===== config.mk =====
export PLATFORM = sky130hd
export DESIGN_NAME = fixed_arith_seq
export DESIGN_NICKNAME = d
export VERILOG_FILES = /design/src/rtl/fixed_arith_seq.sv
export SDC_FILE = /design/constraint.sdc
export NUM_CORES = 1
export LEC_CHECK = 0
export CAP_MARGIN = 20
export CORE_MARGIN = 2
export CORE_UTILIZATION = 62
export DETAILED_ROUTE_END_ITERATION = 10
export GPL_ROUTABILITY_DRIVEN = 0
export PLACE_DENSITY = 0.81
export SLEW_MARGIN = 20
export SYNTH_ARGS = -nofsm -noshare
export SYNTH_HDL_FRONTEND = slang
export SYNTH_SLANG_ARGS = --single-unit

===== constraint.sdc =====
create_clock -name clk -period 4.3 [get_ports clk]
set_input_delay 0.86 -clock clk [delete_from_list [all_inputs] [get_ports clk]]
set_output_delay 0.86 -clock clk [all_outputs]
set_load 0.01 [all_outputs]

===== src/rtl/fixed_arith_seq.sv =====
// Signed fixed-point operator: loads A then B from a shared bus, then runs
// either a single-cycle add or a W-cycle shift-add multiply, holding the
// result and overflow flag until the next operation completes.
module fixed_arith_seq #(
  parameter int W    = 16,
  parameter int FRAC = 8,
  parameter int SAT  = 0
) (
  input  logic         clk,
  input  logic         rst,
  input  logic [W-1:0] data_in,
  input  logic         load,
  input  logic         op_add,
  input  logic         op_mul,
  output logic [W-1:0] result,
  output logic         overflow,
  output logic [2:0]   state,
  output logic         busy,
  output logic         done
);

  localparam int CW = $clog2(W) + 1;
  localparam logic [W-1:0]   MAX_POS = {1'b0, {(W-1){1'b1}}};
  localparam logic [W-1:0]   MIN_NEG = {1'b1, {(W-1){1'b0}}};
  // Magnitude limits for the shifted product, widened to the accumulator.
  localparam logic [2*W-1:0] LIM_POS = {{W{1'b0}}, MAX_POS};
  localparam logic [2*W-1:0] LIM_NEG = {{W{1'b0}}, MIN_NEG};

  typedef enum logic [2:0] {
    IDLE    = 3'd0,
    WAIT_B  = 3'd1,
    WAIT_OP = 3'd2,
    MULT    = 3'd3,
    RESULT  = 3'd4
  } state_t;

  state_t state_q, state_d;

  logic [W-1:0]   a, b;
  logic [2*W-1:0] acc, mcand;
  logic [W-1:0]   mplier;
  logic [CW-1:0]  cnt;

  logic ld_a, ld_b, start_mul, fin_add, fin_mul;

  // Unsigned magnitude; the most negative value maps to 2^(W-1).
  function automatic logic [W-1:0] mag(input logic [W-1:0] x);
    mag = x[W-1] ? (~x + W'(1)) : x;
  endfunction

  logic [W:0]     sum_x;
  logic           add_ovf;
  logic [W-1:0]   add_res;
  logic [2*W-1:0] acc_next, m_shift;
  logic           neg, mul_ovf;
  logic [W-1:0]   mul_wrap, mul_res;

  // Add/multiply result formation including wrap or saturate.
  always_comb begin
    sum_x    = {a[W-1], a} + {b[W-1], b};
    add_ovf  = sum_x[W] ^ sum_x[W-1];
    add_res  = (SAT != 0 && add_ovf) ? (sum_x[W] ? MIN_NEG : MAX_POS) : sum_x[W-1:0];
    acc_next = mplier[0] ? (acc + mcand) : acc;
    m_shift  = acc_next >> FRAC;
    neg      = a[W-1] ^ b[W-1];
    mul_ovf  = neg ? (m_shift > LIM_NEG) : (m_shift > LIM_POS);
    mul_wrap = neg ? (~m_shift[W-1:0] + W'(1)) : m_shift[W-1:0];
    mul_res  = (SAT != 0 && mul_ovf) ? (neg ? MIN_NEG : MAX_POS) : mul_wrap;
  end

  // Next-state and datapath strobes; op_mul beats op_add, ops beat load.
  always_comb begin
    state_d   = state_q;
    ld_a      = 1'b0;
    ld_b      = 1'b0;
    start_mul = 1'b0;
    fin_add   = 1'b0;
    fin_mul   = 1'b0;
    case (state_q)
      IDLE: if (load) begin
        ld_a    = 1'b1;
        state_d = WAIT_B;
      end
      WAIT_B: if (load) begin
        ld_b    = 1'b1;
        state_d = WAIT_OP;
      end
      WAIT_OP: begin
        if (op_mul) begin
          start_mul = 1'b1;
          state_d   = MULT;
        end else if (op_add) begin
          fin_add = 1'b1;
          state_d = RESULT;
        end
      end
      MULT: if (cnt == CW'(W-1)) begin
        fin_mul = 1'b1;
        state_d = RESULT;
      end
      RESULT: if (load) begin
        ld_a    = 1'b1;
        state_d = WAIT_B;
      end
      default: state_d = IDLE;
    endcase
  end

  // State register.
  always_ff @(posedge clk or negedge rst) begin
    if (!rst) state_q <= IDLE;
    else      state_q <= state_d;
  end

  // Operand capture and shift-add multiplier, one multiplier bit per cycle.
  always_ff @(posedge clk or negedge rst) begin
    if (!rst) begin
      a      <= '0;
      b      <= '0;
      acc    <= '0;
      mcand  <= '0;
      mplier <= '0;
      cnt    <= '0;
    end else begin
      if (ld_a) a <= data_in;
      if (ld_b) b <= data_in;
      if (start_mul) begin
        acc    <= '0;
        mcand  <= {{W{1'b0}}, mag(a)};
        mplier <= mag(b);
        cnt    <= '0;
      end else if (state_q == MULT) begin
        acc    <= acc_next;
        mcand  <= mcand << 1;
        mplier <= mplier >> 1;
        cnt    <= cnt + CW'(1);
      end
    end
  end

  // Result/overflow registers updated only when an operation completes.
  always_ff @(posedge clk or negedge rst) begin
    if (!rst) begin
      result   <= '0;
      overflow <= 1'b0;
      done     <= 1'b0;
    end else begin
      done <= fin_add | fin_mul;
      if (fin_add) begin
        result   <= add_res;
        overflow <= add_ovf;
      end else if (fin_mul) begin
        result   <= mul_res;
        overflow <= mul_ovf;
      end
    end
  end

  assign state = state_q;
  assign busy  = (state_q == MULT);

endmodule


# [Word-level counts from Yosys, hierarchy flattened]
# Cells that the tools add are included.
[word_totals] regBits=138 out_inout_bits=22 in_bits=21
[op_classes] magnitude_cmp=2 reduce_logical=7 bitwise_logic=6 n_eq_ne=9 add_sub_neg=6 n_mux=33
[ops] operator="2-to-1 mux 32 bit" n=5
[ops] operator="2-to-1 mux 16 bit" n=7
[ops] operator="adder 16 x 1 -> 16 bit, second input constant" n=3
[ops] operator="inverter 16 bit" n=3
[ops] operator="adder 32 bit" n=1
[ops] operator="greater-than comparator 24 x 15 -> 1 bit, second input constant" n=1
[ops] operator="greater-than comparator 24 x 16 -> 1 bit, second input constant" n=1
[ops] operator="adder 16 x 16 -> 17 bit" n=1
[ops] operator="2-to-1 mux 3 bit" n=5
[ops] operator="2-to-1 mux 1 bit" n=13
[ops] operator="one-hot mux 3 bit (4 select lines)" n=1
[ops] operator="2-to-1 mux 5 bit" n=2
[ops] operator="== test 3 x 2 -> 1 bit, second input constant" n=2
[ops] operator="nonzero test 2 bit" n=3
[ops] operator="adder 5 x 1 -> 5 bit, second input constant" n=1
[ops] operator="== test 5 x 4 -> 1 bit, second input constant" n=1
[ops] operator="!= test 2 x 1 -> 1 bit, second input constant" n=2
[ops] operator="AND reduction 4 bit" n=1
[ops] operator="== test 3 x 1 -> 1 bit, second input constant" n=1
[ops] operator="== test 3 bit, second input constant" n=1
[ops] operator="zero test 3 bit" n=1
[ops] operator="!= test 3 bit, second input constant" n=1
[ops] operator="!= test 2 bit, second input constant" n=1
[ops] operator="AND reduction 2 bit" n=1
[ops] operator="3 further kinds" n=4

# [Longest topological paths before layout]
[depth] ltp_word=7 ltp_mapped=15 mapped_depth_nobuf=15

# [Worst setup path before layout]
# Ideal clock, no wire load.
[synth_timing] kind="reg2reg" start="register mcand[0]" end="register result[14]" slack_ns=0.785 path_stages_with_launch=16 arrival_time_ns=3.389 path_cell_list="dfrtp_1 -> ha_1 -> inv_1 -> fa_1 -> nand2b_1 -> a21oi_2 -> o211ai_1 -> a21o_1 -> a31oi_1 -> ha_1 -> nand2_1 -> or3b_4 -> nor4_4 -> nor2_1 -> xnor2_1 -> a221o_1"
[synth_via] elab_chain_len=7
[synth_lines] element="start: declaration" line_no="40" source="logic [2*W-1:0] acc, mcand;"
[synth_lines] element="start signal: assignment" line_no="129" source="mcand <= {{W{1'b0}}, mag(a)};"
[synth_lines] element="start signal: assignment" line_no="134" source="mcand <= mcand << 1;"
[synth_lines] element="adder 32 bit (*)" line_no="63" source="acc_next = mplier[0] ? (acc + mcand) : acc;"
[synth_lines] element="2-to-1 mux 32 bit (*)" line_no="63"
[synth_lines] element="inverter 16 bit" line_no="67" source="mul_wrap = neg ? (~m_shift[W-1:0] + W'(1)) : m_shift[W-1:0];"
[synth_lines] element="adder 16 x 1 -> 16 bit" line_no="67"
[synth_lines] element="2-to-1 mux 16 bit (*)" line_no="67"
[synth_lines] element="2-to-1 mux 16 bit (*)" line_no="152" source="end else if (fin_mul) begin"
[synth_lines] element="2-to-1 mux 16 bit (*)" line_no="149" source="if (fin_add) begin"
[synth_lines] element="end signal: assignment" line_no="150" source="result <= add_res;"
[synth_lines] element="end signal: assignment" line_no="153" source="result <= mul_res;"
[synth_lines] element="end: declaration" line_no="15" source="output logic [W-1:0] result,"
# Mark *: on every way between the ends. The rest lies on a longest branch, timed or not. The select of a mux whose other input is x is not followed.
# A chain may end at the register's enable or synchronous reset.

# [Worst setup path in the final report]
# Same ends and word-level chain as after synthesis.

==> flow_summary.ini <==
[outcome]
status = finished, final reports clean

[hold_path]
min_from = mplier[3]
min_to = mplier[3]
worstHoldPathCells = 2
holdCritPathClass = register to register

[timing]
fin_crit_ns = 3.883
slew_violations = 0
fmax_mhz = 257.5
timing.setup.tns_ns = 0
hold_viol = 0
worst_pin_slew_ns = 1.073
rsz0062_at_grt = false
fin_crit_sh_pct = 90.31
setup_viol_count_final = 0
relSlewSlack_pct = 28.33
fin_skew_ns = 0.01248

[critical_path]
path_delay_family = compound AO/OA/AOI/OAI gates
slowest_delay_ns = 0.48
r2r_start = mcand[0]
cp_cell_sequence = ha_1 -> inv_1 -> fa_1 -> nand2b_1 -> a21oi_2 -> o2111a_2 -> o21ai_0 -> a311oi_1 -> a31oi_1 -> or3b_4 -> nor4_4 -> nor2_1 -> xnor2_1 -> a221o_1
path_class = register to register
r2r_cells = 14
r2r_end = result[14]
cp.arrival_ns = 4.19
critical_path.slowest_cell = or3b_4
cp-end-kind = register
path_max_fanout = 7
critical_path_required_ns = 4.60
critPathLaunchType = register
crit_buf_inv = 1
rrSetupSlack_ns = 0.42

[logic_synthesis]
synth.cell_area_um2 = 9358
synth.avg_cell_area_um2 = 8.515
yosysTopAreaCell = dfrtp_1
syn_nets = 1175
ys_top_cells_by_area = dfrtp_1 (37%), ha_1 (7.1%), nand2_1 (6.2%)
synth_cell_type_count = 71
ys_warn_count = 0
synth_top_area_share_pct = 36.90
ys.flop_type = dfrtp_1
postSynth.asyncResetShare_pct = 100.0
ys_seq_area_share_pct = 36.90
synth_edf_count = 0
postSynthCellCount = 1099
yosys_register_bits = 138

[cts]
clock_sinks = 138
cts_setup_buffers = 0
post_cts_resized = 0
cts_tree = built
htree_num_levels = 4
clock_latency_ns = 0.43
hold_buffers = 0
cts_buffer_depth = 2
cts_root_buf = clkbuf_16
clkTransAtPathRegs_ns = 0.06
cts_buffers = 17

[place]
hpwl_um = 17340
io_buffer_count = 42
dp.cells = 1288

[layout]
drive_gt1_share_pct = 8.722
fin_nets = 1199
diodes = 0
finalNonFillerCells = 1319
area_growth_pct = 13.29
fin_util_pct = 72.39

[grt]
gr-total-overflow = 0
antenna_found_initial = 0
track_usage_pct = 31.37
grt_pass1_wl_um = 40380
grt_pass1_vias = 7999
grt_max_degree = 84

[route]
first_pass_iters = 5
num_vias = 8347
wl_per_cell_um = 18.72
drtIter0Drc = 734
drc = 0
avgViaCountPerCell = 6.328
ant_nets = 0
wl_um = 24690

[floorplan]
start_util_pct = 63.90
dieArea_um2 = 16090
row_count = 44
fp.dieH_um = 126.9
ios = 43
die_w_um = 126.9
core_um2 = 14640

[power_and_ir_drop]
power.density_nw_per_um2 = 904.1
vdd_drop_max_mv = 0.5568
power.leakage_nw = 4.613

[run]
max_cap_violations = 0
-- cells in the mapped netlist (all sizes together) (4+ instances only) --
master	n
a22o	4
o21ai	117
and4	4
a31oi	25
a22oi	9
nand2b	14
o211ai	12
nor2b	8
a21o	13
xnor2	30
and3	8
ha	53
nand3b	5
nor3b	4
clkbuf	46
mux2i	17
mux2	29
o31ai	9
dfrtp	138
inv	31
o41ai	7
buf	7
o21a	11
and2	4
or3	7
a21oi	96
xor2	43
nand2	155
o21bai	5
nor2	94
nand3	13
a211oi	7
nor3	16
o22ai	12
-- kinds of logic after synthesis --
family,after synthesis,synth area share (%)
compound gates,353,22.94
simple gates,350,17.11
flops,138,36.90
buf+inv,84,3.383
fa+ha+maj,55,7.514
mux,46,5.308
xor+xnor,73,6.832
-- cells in the final DEF (no fill, tap or decap), types with 5 or more instances in the layout --
| cell type | synthesis | final |
|---|---|---|
| a211oi_1 | 5 | 5 |
| a21o_1 | 13 | 13 |
| a21oi_1 | 94 | 94 |
| a22oi_1 | 9 | 9 |
| a31oi_1 | 25 | 25 |
| and3_1 | 8 | 8 |
| buf_4 | 0 | 16 |
| clkbuf_16 | 0 | 17 |
| clkdlybuf4s50_1 | 0 | 41 |
| dfrtp_1 | 138 | 138 |
| ha_1 | 53 | 53 |
| inv_1 | 31 | 31 |
| mux2_2 | 29 | 29 |
| mux2i_1 | 17 | 17 |
| nand2_1 | 155 | 155 |
| nand2b_1 | 14 | 14 |
| nand3_1 | 13 | 13 |
| nand3b_1 | 5 | 5 |
| nor2_1 | 94 | 94 |
| nor2b_1 | 8 | 7 |
| nor3_1 | 16 | 15 |
| o211ai_1 | 11 | 11 |
| o21a_1 | 11 | 11 |
| o21ai_0 | 114 | 114 |
| o21bai_1 | 5 | 5 |
| o22ai_1 | 12 | 12 |
| o31ai_1 | 9 | 9 |
| o41ai_1 | 7 | 7 |
| or3_1 | 6 | 6 |
| xnor2_1 | 30 | 30 |
| xor2_1 | 43 | 43 |
-- worst max path at each step --
stage,cells after the start,endpoint,startpoint,slack [ns]
2_1_floorplan,15,result[14],mcand[0],0.79
3_3_place_gp,14,result[14],mcand[0],0.59
3_5_place_dp,14,result[14],mcand[0],0.47
4_1_cts,14,result[14],mcand[0],0.45
5_1_grt,14,result[14],mcand[0],0.18
6_report,14,result[14],mcand[0],0.42
-- per-stage QoR --
stage          total power [mW]  setup slack [ns]  cell area (µm²)  hold WS (ns)
6_report                  9.584            0.4168            10600        0.4834
3_3_place_gp              7.675            0.5935             9973        0.4605
4_1_cts                   9.480            0.4464            10600        0.4856
2_1_floorplan             6.358            0.7850             9358        0.4502
5_1_grt                   10.25            0.1823            10600        0.5151
3_5_place_dp              7.808            0.4745             9973        0.4713
-- per-layer routing --
| layer | vias to the layer above | part of all wire (%) | GRT usage, % |
|---|---|---|---|
| met1 | 3977 | 44 | 41.92 |
| li1 | 3989 | - | - |
| met4 | 0 | 2.6 | 10.80 |
| met2 | 321 | 47 | 51.20 |
| met3 | 60 | 6.3 | 6.453 |
| met5 | - | 0 | 0 |
-- report_power, final --
part	switching [mW]	leakage (nW)	internal (mW)	total (mW)
Clock	0.587	0.304	0.989	1.58
Sequential	0.708	1.75	1.88	2.58
Combinational	3.20	2.56	2.23	5.42
Total	4.49	4.61	5.09	9.58
-- worst register-to-register path: stages (launching register included) --
cell and delay [ns]:
dfrtp_1 0.37, ha_1 0.22, inv_1 0.07, fa_1 0.39
nand2b_1 0.19, a21oi_2 0.21, o2111a_2 0.33, o21ai_0 0.11
a311oi_1 0.35, a31oi_1 0.22, or3b_4 0.48, nor4_4 0.31
nor2_1 0.09, xnor2_1 0.13, a221o_1 0.31
-- registers in the layout, summed over array words and instances, names as in the netlist --
register / count
mplier: 16
cnt: 5
a: 16
done: 1
result: 16
overflow: 1
b: 16
mcand: 32
state: 3
acc: 32
-- final cells by class --
class                           instances  area [µm²]
Sequential cell                       138        3453
Clock buffer                           18       439.2
Inverter                               31       116.4
Clock inverter                         13       188.9
Fill cell                            1093        4043
Multi-Input combinational cell        877        5632
Tap cell                              184       230.2
Timing Repair Buffer                   58       541.8
Note: power is estimated with default switching activity, not from simulation.
